$ cat src/rtl/neighbor_fifo_rr_arbiter.sv
// Round-robin read scheduler: drains NUM_REQ neighbor sync FIFOs into one
// downstream port, absorbing the FIFOs' 1-cycle read latency and applying
// backpressure through a 2-entry output buffer.
module neighbor_fifo_rr_arbiter #(
  parameter int NUM_REQ = 4,
  parameter int DATA_W  = 64,
  parameter int SRC_W   = $clog2(NUM_REQ)
) (
  input  logic                      wclk,
  input  logic                      rst,
  input  logic [NUM_REQ-1:0]        fifo_empty,
  output logic [NUM_REQ-1:0]        fifo_rinc,
  input  logic [NUM_REQ*DATA_W-1:0] fifo_rdata,
  output logic                      out_valid,
  output logic [DATA_W-1:0]         out_data,
  output logic [SRC_W-1:0]          out_src,
  input  logic                      out_ready,
  output logic                      busy
);

  localparam int unsigned NREQ = NUM_REQ;

  logic [SRC_W-1:0]  rr_ptr;
  logic              inflight;
  logic [SRC_W-1:0]  inflight_src;

  logic [DATA_W-1:0] buf_data [2];
  logic [SRC_W-1:0]  buf_src  [2];
  logic              rd_idx;
  logic              wr_idx;
  logic [1:0]        buf_cnt;

  logic [DATA_W-1:0] rdata_arr [NUM_REQ];
  logic [SRC_W-1:0]  grant;
  logic              grant_vld;
  logic              pop;
  logic              issue;
  logic [2:0]        occ;
  int unsigned       idx;

  // Split the flat read-data bus into per-FIFO records.
  always_comb begin
    for (int unsigned i = 0; i < NREQ; i++) begin
      rdata_arr[i] = fifo_rdata[i*DATA_W +: DATA_W];
    end
  end

  // Round-robin scan: first non-empty FIFO at or after rr_ptr, wrapping.
  always_comb begin
    grant     = '0;
    grant_vld = 1'b0;
    idx       = 0;
    for (int unsigned k = 0; k < NREQ; k++) begin
      idx = 32'(rr_ptr) + k;
      if (idx >= NREQ) idx = idx - NREQ;
      if (!grant_vld && !fifo_empty[SRC_W'(idx)]) begin
        grant_vld = 1'b1;
        grant     = SRC_W'(idx);
      end
    end
  end

  // Issue only when the buffer is guaranteed to have room for the
  // returning record, counting the read already in flight and this pop.
  always_comb begin
    pop       = out_valid && out_ready;
    occ       = {1'b0, buf_cnt} + {2'b00, inflight} - {2'b00, pop};
    issue     = grant_vld && (occ < 3'd2);
    fifo_rinc = '0;
    if (issue) fifo_rinc[grant] = 1'b1;
  end

  // Arbitration state: pointer advance and in-flight read tracking.
  always_ff @(posedge wclk) begin
    if (rst) begin
      rr_ptr       <= '0;
      inflight     <= 1'b0;
      inflight_src <= '0;
    end else begin
      inflight <= issue;
      if (issue) begin
        rr_ptr       <= (grant == SRC_W'(NUM_REQ-1)) ? '0 : grant + SRC_W'(1);
        inflight_src <= grant;
      end
    end
  end

  // 2-entry output buffer: capture returning FIFO data at the tail,
  // retire the head on pop; both may happen in the same cycle.
  always_ff @(posedge wclk) begin
    if (rst) begin
      for (int unsigned i = 0; i < 2; i++) begin
        buf_data[i] <= '0;
        buf_src[i]  <= '0;
      end
      rd_idx  <= 1'b0;
      wr_idx  <= 1'b0;
      buf_cnt <= '0;
    end else begin
      if (inflight) begin
        buf_data[wr_idx] <= rdata_arr[inflight_src];
        buf_src[wr_idx]  <= inflight_src;
        wr_idx           <= ~wr_idx;
      end
      if (pop) rd_idx <= ~rd_idx;
      case ({inflight, pop})
        2'b10:   buf_cnt <= buf_cnt + 2'd1;
        2'b01:   buf_cnt <= buf_cnt - 2'd1;
        default: buf_cnt <= buf_cnt;
      endcase
    end
  end

  // Output comes straight from the registered buffer head.
  always_comb begin
    out_valid = (buf_cnt != 2'd0);
    out_data  = buf_data[rd_idx];
    out_src   = buf_src[rd_idx];
    busy      = (|(~fifo_empty)) || inflight || (buf_cnt != 2'd0);
  end

endmodule

$ cat config.mk
export PLATFORM = sky130hd
export DESIGN_NAME = neighbor_fifo_rr_arbiter
export DESIGN_NICKNAME = d
export VERILOG_FILES = /design/src/rtl/neighbor_fifo_rr_arbiter.sv
export SDC_FILE = /design/constraint.sdc
export NUM_CORES = 1
export LEC_CHECK = 0
export ABC_AREA = 0
export BUFFER_PORTS_ARGS = -buffer_cell sky130_fd_sc_hd__buf_2
export CAP_MARGIN = 20
export CORE_ASPECT_RATIO = 1.25
export CORE_UTILIZATION = 40
export DETAILED_ROUTE_END_ITERATION = 10
export PLACE_DENSITY = 0.7
export SLEW_MARGIN = 0
export SYNTH_ARGS = -nofsm -noshare
export SYNTH_HDL_FRONTEND = slang
export SYNTH_SLANG_ARGS = --single-unit
$ cat constraint.sdc
create_clock -name wclk -period 4.1 [get_ports wclk]
set_clock_uncertainty 0.05 [all_clocks]
set_input_delay 0.82 -clock wclk [delete_from_list [all_inputs] [get_ports wclk]]
set_output_delay 0.82 -clock wclk [all_outputs]
set_load 0.02 [all_outputs]
Word level (Yosys, flattened, before mapping). Memories as Yosys holds them, arrays and structs flattened. A register that Yosys moved wholly into a read port is not among the register bits. Index checks and enable logic that the tools add are counted.

Register bits: 9. Latch bits: 0. Bits in writable memories: 132. Bits in read-only memories: 0. Input bits: 263. Output and inout bits: 72. Logic and storage cells: 100. Memories: 2.

Memories: buf_data (words 2, width 64, rd ports 1, clocked after Yosys merged registers in 1, wr ports 2, line 27) `logic [DATA_W-1:0] buf_data [2];`; buf_src (words 2, width 2, rd ports 1, clocked after Yosys merged registers in 1, wr ports 2, line 28) `logic [SRC_W-1:0] buf_src [2];`.

Add/subtract/negate cells: 12. $mul: 0. Divide/modulo/power cells: 0. Order comparisons: 12. Equal/unequal tests: 3. Shift-type cells: 0. Mux-type cells: 43. Bitwise logic cells: 4. Reductions and logical operators: 18.

Operator list (count): $mux 64 (3); $bmux 64 s2 (1); $reduce_or 64->1 (1); $mux 1 (22); $mux 2 (10); $lt 2x3->1 const B (5); $ge 3x3->1 const B (4); $sub 2x1->2 const B (5); $bmux 1 s2 (4); $add 2x2->3 const B (2); $logic_and 1x1->1 (6); $logic_not 1->1 (5); $add 2x1->2 const B (2); $eq 2x2->1 const B (2); $mux 4 (1); $not 4->4 (1); $pmux 2 s2 (1); $reduce_bool 2->1 (2); $reduce_or 4->1 (1); $add 2x1->3 (1); $add 2x1->3 const B (1); $ge 2x3->1 const B (1); $lt 3x2->1 const B (1); $not 2->3 (1); 7 further kinds (9).

Depth between registers and ports, before layout.
Depth in word-level cells: 19. Depth in mapped cells: 9.

Worst setup path before layout. OpenSTA, ideal clock, no wires.

Path kind: input port to flip-flop. From: input rst. To: memory buf_data[1][0] (enable). Library setup time: 0.435 ns. Arrival: 2.742 ns. Setup slack: 0.873 ns. Cell stages on the path: 2. Cell sequence: clkbuf_1 > nand2b_1.

RTL lines: start: declaration (line 10) `input logic rst,`; end: declaration (line 27).

Worst setup path in the final report.
From: input out_ready. To: output fifo_rinc[2].

Word-level cells in the longest chain between the ends: 5.

RTL lines: start: declaration (line 17) `input logic out_ready,`; $logic_and 1x1->1 (line 66) `pop = out_valid && out_ready;`; $sub 3x1->3 (line 67) `occ = {1'b0, buf_cnt} + {2'b00, inflight} - {2'b00, pop};`; $lt 3x2->1 (line 68) `issue = grant_vld && (occ < 3'd2);`; $logic_and 1x1->1 (line 68); $mux 4 (line 70) `if (issue) fifo_rinc[grant] = 1'b1;`; end: declaration (line 12) `output logic [NUM_REQ-1:0] fifo_rinc,`.

No other way between the ends.

==> flow_summary.toml <==
[hold_path]
min_to = "rd_idx"
holdCritStartpoint = "rd_idx"
worst_hold_path.num_cells = 2
holdCritPathClass = "register to register"

[status]
status = "completed"

[critical_path]
path_cells = "buf_2 > and3b_1 > or2_2 > nand2_1 > fa_1 > xnor2_1 > and3_1 > and2_1 > buf_2"
required_ns = 3.23
cp_common_cell = "buf_2"
regToRegSetupSlack_ns = 1.71
reg2regPathDepth = 3
timing.rr.start = "inflight_src[1]"
critPathMaxFanout = 8
cpPeakStageDelay_ns = 0.39
worstSetupPathType = "input port to output pin"
reg2reg_to = "buf_data[1][12]"
cp_slowest_cell = "fa_1"
start_kind = "input port"
end_kind = "output pin"
arrival_ns = 2.62

[global_route]
grt_max_degree = 67
antenna_found_initial = 1
track_usage = 0.190
grt_pass1_vias = 5503
overflow = 0
grt_pass1_wl_um = 28200

[logic_synthesis]
ys_seq_elements = 142
syn_inst = 503
synth_seq_area_share = 0.534
synth_area_per_cell_um2 = 15.5
synthDistinctLibCells = 37
ys.flop_type = "edfxtp_1"
yosys_warnings = 0
synthTopCellsByArea = "edfxtp_1 (51%), mux4_2 (18%), mux2_2 (9.5%)"
synth_edf_count = 132
async_flop_share = 0
synthesis.nets = 771
netlist_area_um2 = 7800
synth.largest_area_cell = "edfxtp_1"
synth_top_area_frac = 0.508

[sta]
fin_ws_ns = 0.606
relSlewSlack = 0.335
grt_setup_unrepaired = "no"
worst_pin_slew_ns = 0.997
holdWs_ns = 0.459
tns_ns = 0
post-route-period-util = 0.852
hold_violations = 0
setup_viol = 0
drv_slew = 0
fmax_mhz = 286
layout_min_cycle_time_ns = 3.49

[floorplanning]
die-height_um = 158
num_rows = 56
core_area_um2 = 18900
die_area_um2 = 20100
die_x_um = 127
ios = 335
initial_core_util = 0.412

[clocking]
cts.sinks = 142
cts.clk_slew.worst_paths_ns = 0.06
cts_tree = "yes"
cts_max_path_buffers = 2
cts_buffers = 17
clock_latency_ns = 0.42
htree_levels = 4
hold_buffers = 0
post_cts_buffers = 0
cts_resized = 0
clock_tree.root_cell = "clkbuf_16"

[place]
dp_slack_ns = 0.593
gp_congestion = 0.808
io_buffers = 334
post_dp_cell_area_um2 = 9640
dp_hpwl_um = 13600

[final_layout]
nets = 1091
drive_above_1_share = 0.611
final_cell_mix = "buf_2 (334), edfxtp_1 (132), and2_1 (70)"
final_common_cell = "buf_2"
area_delta_synth_final_pct = 30.7
design_area_um2 = 10200

[detailed_routing]
drtPass1Iterations = 5
post_drt_wl_per_cell_um = 18.0
drt-vias-per-instance = 5.14
drc = 0
totalWireLength_um = 19300
vias = 5491
ant_nets = 0
dr.first_iter.drc_count = 214

[flow_run]
cap_violations = 0

[power_and_ir_drop]
powerDensity_nw_per_um2 = 449
p_leak_nw = 4.27
peakVddDrop_mv = 0.237
power_w = 0.00458
==> state kept, by name (all words and copies together) (netlist names), named ones only <==
signal	flops
rd_idx	1
inflight	1
buf_data	128
buf_src	4
wr_idx	1
buf_cnt	2
inflight_src	2
rr_ptr	2
==> per-layer routing <==
layer | share of wire | up-vias | global-route usage
li1 | - | 2547 | -
met1 | 0.40 | 2763 | 0.223
met2 | 0.54 | 160 | 0.342
met3 | 0.036 | 21 | 0.0365
met4 | 0.018 | 0 | 0.0737
met5 | 0 | - | 0
==> cell families after synthesis <==
family,after synthesis,share of synthesized area
buffers and inverters,44,0.0290
adders and majority gates,5,0.00898
DFF,142,0.534
and+or+nand+nor,164,0.129
muxes,132,0.283
AOI/OAI and AO/OA,12,0.0116
xor gates and xnor gates,4,0.00449
==> where the power goes <==
| part | total [W] | internal, W | switching (W) |
|---|---|---|---|
| registers | 0.00192 | 0.00178 | 0.000139 |
| clock network | 0.00144 | 0.000792 | 0.000646 |
| logic | 0.00122 | 0.000641 | 0.000583 |
| total | 0.00458 | 0.00321 | 0.00137 |
==> critical path: cells and delay by family <==
| kind | cells | cell delay, ns |
|---|---|---|
| XOR/XNOR | 1 | 0.23 |
| AND/OR/NAND/NOR | 5 | 0.92 |
| buffers and inverters | 2 | 0.27 |
| adder cells (fa/ha/maj) | 1 | 0.39 |
==> layout make-up <==
| type | count | area, µm² |
|---|---|---|
| clock inverter | 15 | 128 |
| sequential | 142 | 4170 |
| timing repair buffer | 339 | 1720 |
| clock buffer | 17 | 425 |
| fill | 1650 | 8730 |
| tap | 232 | 290 |
| inverter | 6 | 22.5 |
| multi-input combinational | 317 | 3430 |
| antenna | 1 | 2.50 |
==> worst max path at each step <==
stage	slack, ns	from	endpoint	depth (start not counted)
final	0.61	out_ready	fifo_rinc[2]	9
after floorplan	0.87	rst	buf_data[1][0]	2
after global routing	0.44	buf_cnt[1]	fifo_rinc[3]	8
after CTS	0.59	buf_cnt[1]	fifo_rinc[2]	8
after global placement	0.65	out_ready	fifo_rinc[2]	9
after detailed placement	0.59	out_ready	fifo_rinc[2]	9
==> synthesized netlist by cell type (3+ instances only) <==
master / number
a21o_1: 3
ha_1: 4
buf_6: 5
buf_2: 15
nor2b_1: 66
or2_2: 3
inv_1: 6
buf_1: 4
mux2_2: 66
xnor2_1: 3
and2_1: 70
nor2_1: 10
mux4_2: 64
dfxtp_1: 10
clkbuf_1: 10
nand2_1: 3
clkbuf_2: 4
nand2b_1: 3
edfxtp_1: 132
==> through the flow <==
step           std cells   util
5_1_grt             1069  0.539
3_3_place_gp        1036  0.509
4_1_cts             1068  0.539
6_report            1069  0.539
3_5_place_dp        1036  0.509
2_1_floorplan        503      -
Power figures use the tool's default switching activity.
